$ cat config.mk
export PLATFORM = sky130hd
export DESIGN_NAME = instr_encoder
export DESIGN_NICKNAME = d
export VERILOG_FILES = /design/src/rtl/riscv_pkg.sv /design/src/rtl/instr_pack.sv /design/src/rtl/instr_encoder.sv
export SDC_FILE = /design/constraint.sdc
export NUM_CORES = 1
export LEC_CHECK = 0
export BUFFER_PORTS_ARGS = -buffer_cell sky130_fd_sc_hd__clkbuf_2
export CORE_UTILIZATION = 55
export CTS_CLUSTER_DIAMETER = 30
export CTS_CLUSTER_SIZE = 8
export DETAILED_ROUTE_END_ITERATION = 7
export PLACE_DENSITY = 0.92
export SLEW_MARGIN = 40
export SYNTH_ARGS = -nofsm -noshare
export SYNTH_HDL_FRONTEND = slang
export SYNTH_HIERARCHICAL = 1
export SYNTH_SLANG_ARGS = --single-unit
$ cat constraint.sdc
create_clock -name clk -period 2.3 [get_ports clk]
set_input_delay 0.115 -clock clk [delete_from_list [all_inputs] [get_ports clk]]
set_output_delay 0.115 -clock clk [all_outputs]
set_load 0.02 [all_outputs]
$ cat src/rtl/riscv_pkg.sv
// Shared RV64I encoding definitions: instruction formats, encoder states and
// the major opcode constants used when packing instruction words.
package riscv_pkg;

    typedef enum logic [2:0] {
        FMT_R   = 3'd0,
        FMT_I   = 3'd1,
        FMT_S   = 3'd2,
        FMT_SB  = 3'd3,
        FMT_U   = 3'd4,
        FMT_UJ  = 3'd5,
        FMT_LI  = 3'd6,
        FMT_ILL = 3'd7
    } fmt_e;

    typedef enum logic {
        ST_IDLE,
        ST_SECOND
    } state_e;

    localparam logic [6:0] OP        = 7'b0110011;
    localparam logic [6:0] OP_32     = 7'b0111011;
    localparam logic [6:0] OP_IMM    = 7'b0010011;
    localparam logic [6:0] OP_IMM_32 = 7'b0011011;
    localparam logic [6:0] LOAD      = 7'b0000011;
    localparam logic [6:0] STORE     = 7'b0100011;
    localparam logic [6:0] BRANCH    = 7'b1100011;
    localparam logic [6:0] LUI       = 7'b0110111;
    localparam logic [6:0] AUIPC     = 7'b0010111;
    localparam logic [6:0] JAL       = 7'b1101111;
    localparam logic [6:0] JALR      = 7'b1100111;

    localparam logic [2:0] F3_ADD    = 3'b000;

endpackage

$ cat src/rtl/instr_pack.sv
// Combinational packer: turns a format plus raw fields into the instruction
// word(s) and flags requests whose immediate cannot be encoded.
module instr_pack
    import riscv_pkg::*;
#(
    parameter int CHECK_RANGE = 1,
    parameter int ENABLE_LI   = 1
) (
    input  fmt_e        fmt,
    input  logic [6:0]  opcode,
    input  logic [2:0]  funct3,
    input  logic [6:0]  funct7,
    input  logic [4:0]  rd,
    input  logic [4:0]  rs1,
    input  logic [4:0]  rs2,
    input  logic [31:0] imm,
    output logic [31:0] word0,
    output logic [31:0] word1,
    output logic        two_word,
    output logic        bad
);

    logic signed [31:0] simm;
    logic        ok12, ok_sb, ok_uj, ok_u;
    logic [11:0] lo;
    logic [19:0] hi;

    assign simm  = $signed(imm);
    assign ok12  = (simm >= -32'sd2048) && (simm <= 32'sd2047);
    assign ok_sb = (simm >= -32'sd4096) && (simm <= 32'sd4094) && !imm[0];
    assign ok_uj = (simm >= -32'sd1048576) && (simm <= 32'sd1048574) && !imm[0];
    assign ok_u  = (imm[11:0] == 12'd0);

    // Adding 0x800 before taking the upper 20 bits only carries in imm[11],
    // which compensates for the sign-extended low part added by ADDIW.
    assign lo = imm[11:0];
    assign hi = imm[31:12] + {19'd0, imm[11]};

    always_comb begin
        // NOTE: every output gets a default first so no path through the
        // case statement leaves a value unassigned and infers a latch.
        word0    = '0;
        word1    = '0;
        two_word = 1'b0;
        bad      = 1'b0;
        unique case (fmt)
            FMT_R:  word0 = {funct7, rs2, rs1, funct3, rd, opcode};
            FMT_I: begin
                word0 = {imm[11:0], rs1, funct3, rd, opcode};
                bad   = (CHECK_RANGE != 0) && !ok12;
            end
            FMT_S: begin
                word0 = {imm[11:5], rs2, rs1, funct3, imm[4:0], opcode};
                bad   = (CHECK_RANGE != 0) && !ok12;
            end
            FMT_SB: begin
                word0 = {imm[12], imm[10:5], rs2, rs1, funct3, imm[4:1], imm[11], opcode};
                bad   = (CHECK_RANGE != 0) && !ok_sb;
            end
            FMT_U: begin
                word0 = {imm[31:12], rd, opcode};
                bad   = (CHECK_RANGE != 0) && !ok_u;
            end
            FMT_UJ: begin
                word0 = {imm[20], imm[10:1], imm[11], imm[19:12], rd, opcode};
                bad   = (CHECK_RANGE != 0) && !ok_uj;
            end
            FMT_LI: begin
                if (ENABLE_LI == 0) begin
                    bad = 1'b1;
                end else if (ok12) begin
                    word0 = {imm[11:0], 5'd0, F3_ADD, rd, OP_IMM};
                end else begin
                    word0    = {hi, rd, LUI};
                    word1    = {lo, rd, F3_ADD, rd, OP_IMM_32};
                    two_word = (lo != 12'd0);
                end
            end
            default: bad = 1'b1;
        endcase
    end

endmodule

$ cat src/rtl/instr_encoder.sv
// RV64I instruction encoder: accepts one request per handshake and emits one
// or two registered instruction words, pulsing err for unencodable requests.
module instr_encoder
    import riscv_pkg::*;
#(
    parameter int CHECK_RANGE = 1,
    parameter int ENABLE_LI   = 1
) (
    input  logic        clk,
    input  logic        reset_n,
    input  logic        in_valid,
    output logic        in_ready,
    input  logic [2:0]  in_fmt,
    input  logic [6:0]  in_opcode,
    input  logic [2:0]  in_funct3,
    input  logic [6:0]  in_funct7,
    input  logic [4:0]  in_rd,
    input  logic [4:0]  in_rs1,
    input  logic [4:0]  in_rs2,
    input  logic [31:0] in_imm,
    output logic        out_valid,
    input  logic        out_ready,
    output logic [31:0] out_instr,
    output logic        out_last,
    output logic        err
);

    state_e      state, state_nxt;
    logic [31:0] word0, word1, pend;
    logic        two_word, bad;
    logic        accept, out_fire;

    instr_pack #(
        .CHECK_RANGE(CHECK_RANGE),
        .ENABLE_LI  (ENABLE_LI)
    ) u_pack (
        .fmt     (fmt_e'(in_fmt)),
        .opcode  (in_opcode),
        .funct3  (in_funct3),
        .funct7  (in_funct7),
        .rd      (in_rd),
        .rs1     (in_rs1),
        .rs2     (in_rs2),
        .imm     (in_imm),
        .word0   (word0),
        .word1   (word1),
        .two_word(two_word),
        .bad     (bad)
    );

    always_ff @(posedge clk or negedge reset_n) begin
        if (!reset_n) state <= ST_IDLE;
        else          state <= state_nxt;
    end

    always_comb begin
        state_nxt = state;
        unique case (state)
            ST_IDLE:   if (accept && !bad && two_word) state_nxt = ST_SECOND;
            ST_SECOND: if (out_fire)                   state_nxt = ST_IDLE;
            default:                                   state_nxt = ST_IDLE;
        endcase
    end

    always_comb begin
        out_fire = out_valid && out_ready;
        in_ready = (state == ST_IDLE) && (!out_valid || (out_ready && out_last));
        accept   = in_valid && in_ready;
    end

    // Output register; in SECOND the held LUI is replaced by the ADDIW word
    // on the same edge that hands the LUI to the consumer.
    always_ff @(posedge clk or negedge reset_n) begin
        // NOTE: the pending word is reset too, so a reset mid-LI can never
        // leak a stale ADDIW after release.
        if (!reset_n) begin
            out_valid <= 1'b0;
            out_instr <= '0;
            out_last  <= 1'b0;
            err       <= 1'b0;
            pend      <= '0;
        end else begin
            // NOTE: non-blocking assignments keep every register updating
            // from pre-edge values regardless of statement order.
            err <= accept && bad;
            if (accept) begin
                out_valid <= !bad;
                if (!bad) begin
                    out_instr <= word0;
                    out_last  <= !two_word;
                    pend      <= word1;
                end
            end else if (state == ST_SECOND && out_fire) begin
                out_instr <= pend;
                out_last  <= 1'b1;
                out_valid <= 1'b1;
            end else if (out_fire) begin
                out_valid <= 1'b0;
            end
        end
    end

endmodule
==> results.md, run 1 <==
- Outcome: finished, violations left
- Violated checks: setup timing
- CP Cell Sequence: clkbuf_2 > buf_4 > nor4_1 > and3_1 > nor2b_1 > o21ai_0 > a22oi_2 > o311ai_4 > inv_2 > a31oi_4 > o32ai_4 > buf_12 > clkbuf_16 > mux2_4
- Final Hold Slack: between 0.07 and 0.08 ns
- Syn_area_per_cell: between 10 and 15 µm²
- Number of cells on the worst reg-to-reg path: 5
- Die width: roughly 94 µm
- Fmax: roughly 0.38 GHz
- Max_cap viols: 0
- Initial antenna violation count: 0
- Max H-tree Level: 3
- Worst setup EP type: register
- Slew HR: 52.9%
- Clk sinks: roughly 70
- DP HPWL: roughly 10000 µm
- DR pass1 iterations: 6
- Crit Path Max Fanout: 7
- IO buf count: 106
- Synth unique cells: 58
- Hold depth: 3
- Worst Path Required: between 2 and 3 ns
- CTS Buf Count: 9
- CTS root buffer: clkbuf_8
- Largest net degree at the start of global routing: 31
- Gr usage total: ~33%
- Synth-to-layout area growth: 37.3%
- Crit path depth: 14
- CTS clock-pin slew for the worst setup and hold paths: 0.07 ns
- Crit-path max cell delay: around 0.31 ns
- Final layout net count: 683
- Leak: around 3.2 nW
- Vias post-DR: 4576
- Cell family with most CP delay: compound AO/OA/AOI/OAI gates
- Chip height: approximately 94 µm
- Unrepaired setup endpoints after global routing: yes
- Final Hold Fails: 0
- Drt drc: 0
- Clock Latency Late Sink: 0.36 ns
- Global-route wire length before repair: roughly 22000 µm
- Placer Congestion: around 1
- Antenna-violating nets left: 0
- Max Buffers Root-to-Sink: 2
- Std cell rows: 33
- Ys flop type: dfrtp_1
- Core area: 0.00818 mm²
- WL/cell: roughly 22 µm
- VDD IR-drop max: 0.747 mV
- Vias per std cell: 6.39
- Slew @ Worst Pin: 0.707 ns
- GR Overflow Total: 0
- Setup TNS: -16.89 ns
- Seq cells post-synth: 68
- Final worst-path cycle share: 113%
- Sequential area share after synthesis: 36.7%
- Hold Crit Class: in2reg
- Pwr dens: approximately 830 mW/mm²
- Most common cell after layout, fill and taps aside: clkbuf_2
- Number of enable flip-flop cells after synthesis: 0
- Buffers & Inverters on Critical Path: 5
- Synth warn: 6
- Type of origin of the critical path: input port
- CTS tree: done
- DR iter-0 viols: 586
- CP max stage cell: and3_1
- I/O Pins: 107
- Post-route worst setup slack: -0.310 ns
- Max Slew Vio Count: 0
- Vias in the first global route: around 4400
- Clock skew: 0.00802 ns
- Min Clock Period, post-route: approximately 2.6 ns
- Data arrival time of the critical path: ~2.9 ns
- Final Setup Violations: 67
- Initial Utilization: 56.8%
- Ys async rst share: between 90% and 100%
- Post-Route WL: between 15000 and 20000 µm
- Mapped Area: roughly 0.0046 mm²
- Total die area: roughly 0.0088 mm²
- Ratio of cells with drive above 1 in the final layout: a little over half
- Diodes inserted: 0
- Cell count after synthesis: roughly 440
- Setup Crit Path Kind: in2reg
- Most frequent cells in the layout: clkbuf_2, dfrtp_1, buf_4
[layer usage]
| metal | vias up | share of wire (%) | global-route usage [%] |
|---|---|---|---|
| met1 | 2181 | 36 | 38.5 |
| met2 | 358 | 48 | 55.2 |
| li1 | 1928 | - | - |
| met3 | 109 | 10 | 8.33 |
| met4 | 0 | 5.3 | 15.3 |
| met5 | - | 0 | 0 |
[registers in the layout, indices dropped and copies added (netlist names)]
| name | count |
|---|---|
| pend | 32 |
| out_instr | 32 |
| out_last | 1 |
| err | 1 |
| out_valid | 1 |
| state | 1 |
[through the flow]
| stage | utilization (%) | cell area, µm² | setup slack, ns | std cells | power [mW] |
|---|---|---|---|---|---|
| 6_report | 77.9 | 6370 | -0.310 | 716 | 5.26 |
| 5_1_grt | 77.9 | 6370 | -0.295 | 716 | 5.44 |
| 4_1_cts | 73.0 | 5970 | -0.170 | 708 | 4.80 |
| 3_5_place_dp | 70.0 | 5720 | -0.537 | 690 | 3.77 |
| 3_3_place_gp | 70.0 | 5720 | -0.479 | 690 | 3.67 |
| 2_1_floorplan | - | 4750 | -0.259 | 446 | 3.11 |
[timing repair]
item | in CTS | in global routing
gates resized for setup | 2 | 62
pin swaps | 0 | 8
buffers inserted | 2 | 3
hold buffers | 1 | 0
gates cloned | 1 | 5
endpoints found under the hold margin | 28 | 0
setup endpoints to repair | 64 | 67
[cell families after synthesis]
kind of cell             after synthesis  synth area share [%]
adder cells (fa/ha/maj)                4                  1.08
AO/OA/AOI/OAI                         68                  11.6
multiplexers                         107                  26.0
flip-flops                            68                  36.7
AND/OR/NAND/NOR                      131                  15.3
XOR/XNOR                              18                  3.40
buffers and inverters                 44                  5.85
other                                  1                0.0808
[final cells by class]
| class | instances | area [µm²] |
|---|---|---|
| inverters | 6 | 22.5 |
| fillers | 505 | 1800 |
| well taps | 105 | 131 |
| clock buffers | 12 | 155 |
| flip-flops and latches | 68 | 1700 |
| clock inverters | 2 | 35.0 |
| multi-input cells | 334 | 2990 |
| repair buffers | 189 | 1330 |
[where the power goes]
part	total, mW	internal [mW]	switching, mW
Clock	1.01	0.547	0.461
Sequential	1.80	1.56	0.243
Combinational	2.45	1.29	1.16
[path summary, 6_finish.rpt]
kind / endpoint / slack, ns / start
min in group asynchronous: pend[5] / 0.34 / reset_n
worst min register to register: pend[5] / 0.51 / pend[5]
max in group asynchronous: pend[1] / 1.20 / reset_n
worst min-delay path: out_valid / 0.07 / out_ready
worst max-delay path: out_instr[5] / -0.31 / in_imm[20]
worst max register to register: out_instr[11] / 0.28 / state
[cell usage after synthesis (all sizes together), types with 2 or more instances]
library cell	number	area, µm²
nor3	6	35.0
nand2	25	93.8
nor2	30	120
a221o	15	150
a2bb2oi	2	17.5
nor2b	9	56.3
nand2b	2	12.5
and3	8	50.1
a21o	3	23.8
a22o	5	43.8
mux2	98	1120
and4	2	17.5
nand3	11	60.1
dfrtp	68	1700
o211ai	2	15.0
inv	5	18.8
xnor2	14	123
buf	28	211
o21ai	9	45.0
nor4	5	46.3
o221ai	2	17.5
mux2i	9	90.1
a22oi	5	37.5
and2	18	113
xor2	4	35.0
o2bb2ai	2	17.5
a21oi	14	70.1
or4	2	18.8
a31oi	2	12.5
ha	4	50.1
nand4	8	50.1
or2	2	12.5
clkbuf	10	37.5
[worst register-to-register path: stages, from the launching register on]
cell	delay [ns]
dfrtp_1	0.45
nand2b_1	0.32
nor2_4	0.16
buf_4	0.31
mux2_2	0.41
mux2_2	0.26
Note: power is estimated with default switching activity, not from simulation.
==> inputs of run 2 (changes only) <==
ABC_AREA = 1   (was default)
PLACE_DENSITY = 0.91   (was 0.92)
==> run 2 against run 1 <==
Net effect:
- the run now ends clean
- worst setup slack better by 0.62 ns
- synthesized area is 12% higher
- largest power group unchanged
- first-iteration DRC count is 3.4% higher
- synthesized cell count is 86% higher
- largest cell class unchanged
==> results.md, run 2 <==
- Ys async rst share: 100% (unchanged)
- Count leader, synth: nand2_1
- Sequential area share after synthesis: 32.6% (-4.1 points)
- CP Cell Sequence: nand2_2 > nand3_2 > nand2_1 > nand2_1 > nand2_1 > nand2_1
- CTS clock-pin slew for the worst setup and hold paths: 0.08 ns (about the same)
- CTS Buf Count: 9 (unchanged)
- Fillcell total: 845 (+67%)
- Syn_area_per_cell: 6.35 µm² (-40%)
- Diodes inserted: 0 (unchanged)
- Setup TNS: 0 ns (+16.89 ns)
- DP HPWL: 11400 µm (+14%)
- Final Hold Fails: 0 (unchanged)
- Post-route worst setup slack: 0.309 ns (+0.619 ns)
- Clock Latency Late Sink: 0.35 ns (about the same)
- Max Buffers Root-to-Sink: 2 (unchanged)
- Final Setup Violations: 0 (-100%)
- Slew HR: 51.7% (-1.1 points)
- Number of enable flip-flop cells after synthesis: 0 (unchanged)
- Most common cell after layout, fill and taps aside: nand2_1
- Biggest regs: out_instr (32), pend (32)
- Total die area: 0.00988 mm² (+12%)
- Synth-to-layout area growth: 14.5%
- Placer Congestion: 0.968 (-1.8%)
- Pwr dens: 822 mW/mm² (-0.52%)
- Unrepaired setup endpoints after global routing: no
- Worst setup EP type: register
- Drt drc: 0 (unchanged)
- Fmax: 0.502 GHz (+31%)
- Clk sinks: 68 (unchanged)
- Die width: 99.4 µm (+5.9%)
- DR iter-0 viols: 606 (+3.4%)
- RR Startpoint: out_valid
- Max_cap viols: 0 (unchanged)
- Vias per std cell: 5.53 (-13%)
- Ratio of cells with drive above 1 in the final layout: 19.0% (-34 points)
- Data arrival time of the critical path: 2.24 ns (-0.61 ns)
- Post-Route WL: 15300 µm (-4.3%)
- Resize count post-CTS: 0 (-2)
- Post-Place Worst Slack: 0.0783 ns (+0.615 ns)
- Synth unique cells: 38 (-34%)
- I/O Pins: 107 (unchanged)
- Buffers & Inverters on Critical Path: 0 (-5)
- DR pass1 iterations: 5 (-1)
- Biggest area consumer among synthesized cells: dfrtp_1
- Global-route wire length before repair: 25200 µm (+16%)
- Cell family with most CP delay: simple AND/OR/NAND/NOR gates
- Mapped Area: 0.00522 mm² (+12%)
- Type of origin of the critical path: register
- Vias post-DR: 5689 (+24%)
- Most frequent cells in the layout: nand2_1, clkbuf_2, nor2_1
- Hold path start: out_ready
- Std cell rows: 35 (+6.1%)
- Initial Utilization: 56.7% (about the same)
- Gr usage total: 32.3% (-0.30 points)
- Core area: 0.00920 mm² (+12%)
- Leak: 3.40 nW (+7.8%)
- CP startpoint: out_valid
- Final Hold Slack: 0.0165 ns (-0.0547 ns)
- Max H-tree Level: 3 (unchanged)
- Top cell type's share of synthesized area: 32.6% (-4.1 points)
- Synth warn: 6 (unchanged)
- Synth area leaders: dfrtp_1, nand2_1, nor2_1
- Vias in the first global route: 5262 (+19%)
- Chip height: 99.4 µm (+5.9%)
- Min Clock Period, post-route: 1.99 ns (-0.619 ns)
- Ys flop type: dfrtp_1
- Most frequent cell on the critical path: nand2_1
- IO buf count: 106 (unchanged)
- Final layout net count: 987 (+45%)
- Antenna-violating nets left: 0 (unchanged)
- Setup Crit Path Kind: reg2reg
- Storage cell area: 0.00170 mm² (unchanged)
- Final worst-path cycle share: 86.6% (-27 points)
- Seq cells post-synth: 68 (unchanged)
- Footprint of the multi-input gates: 0.00295 mm² (-1.4%)
- CTS root buffer: clkbuf_8
- Outcome: complete, no violations
- Largest net degree at the start of global routing: 37 (+19%)
- WL/cell: 14.9 µm (-33%)
- GR Overflow Total: 0 (unchanged)
- Max Slew Vio Count: 0 (unchanged)
- Slew @ Worst Pin: 0.724 ns (+0.0166 ns)
- Clock skew: 0.00915 ns (+0.00113 ns)
- CP max stage cell: nand3_2
- CTS tree: done
- Crit Path Max Fanout: 33 (+26)
- Crit-path max cell delay: 0.62 ns (+0.31 ns)
- Hold Crit Class: in2reg
- Initial antenna violation count: 0 (unchanged)
- Worst Path Required: 2.54 ns (about the same)
- Synth cell count leaders: nand2_1, nor2_1, dfrtp_1
- Cell count after synthesis: 822 (+86%)
- VDD IR-drop max: 0.432 mV (-42%)
-- run 2: changes by cell type after synthesis, sizes merged, moves of 20 or more --
cell,delta
nand4,+31
nand2,+339
mux2,-98
inv,+55
buf,+20
nand3,+53
nor2,+70
-- run 2: cell type report --
cell class | count | area share (%)
multi-input combinational | 642 | 49.4
sequential | 68 | 28.5
timing repair buffer | 130 | 12.2
inverter | 61 | 3.88
tap | 111 | 2.33
clock buffer | 10 | 2.30
clock inverter | 6 | 1.45
-- run 2: worst reg2reg max path, delay by kind of cell, from the launching register on --
family           cells  cell delay [ns]
AND/OR/NAND/NOR      6             1.44
flip-flops           1             0.46
-- run 2: worst paths after layout --
check,endpoint,slack [ns],cells after the start
min in group asynchronous,out_instr[29],0.35,2
max,out_instr[18],0.31,6
max in group asynchronous,out_instr[6],1.30,3
min reg2reg,pend[29],0.49,2
max reg2reg,out_instr[18],0.31,6
min,out_valid,0.02,2
-- run 2: metal layers --
metal	share of wire (%)	track usage (%)	vias up
met2	48	52.1	285
met5	0	0	-
met1	42	44.6	2593
met3	8.0	4.36	32
li1	-	-	2779
met4	2.0	11.2	0
-- run 2: where the power goes --
| group | internal (mW) | switching (mW) | total (mW) |
|---|---|---|---|
| Combinational | 0.646 | 1.33 | 1.97 |
| Clock | 0.640 | 0.483 | 1.12 |
| Sequential | 1.58 | 0.228 | 1.81 |
| Total | 2.87 | 2.04 | 4.91 |
-- run 2: kinds of logic after synthesis --
| family | after synthesis | share of synthesized area [%] |
|---|---|---|
| adder cells (fa/ha/maj) | 4 | 0.959 |
| buffers and inverters | 117 | 11.3 |
| AO/OA/AOI/OAI | 46 | 5.95 |
| flip-flops | 68 | 32.6 |
| AND/OR/NAND/NOR | 573 | 46.9 |
| XOR/XNOR | 13 | 2.18 |
| other | 1 | 0.0719 |
-- run 2: metrics by stage --
| stage | util (%) | area [µm²] | std cells | power, mW |
|---|---|---|---|---|
| 2_1_floorplan | - | 5240 | 827 | 3.13 |
| 3_3_place_gp | 62.3 | 5730 | 1011 | 3.71 |
| 3_5_place_dp | 62.3 | 5730 | 1011 | 3.77 |
| 4_1_cts | 64.9 | 5970 | 1028 | 4.91 |
| 5_1_grt | 64.9 | 5970 | 1028 | 5.22 |
| 6_report | 64.9 | 5970 | 1028 | 4.91 |
-- run 2: what timing repair did --
action / CTS / global route
hold endpoints to repair: 25 / 0
hold buffers: 1 / 0
setup buffers: 0 / 0
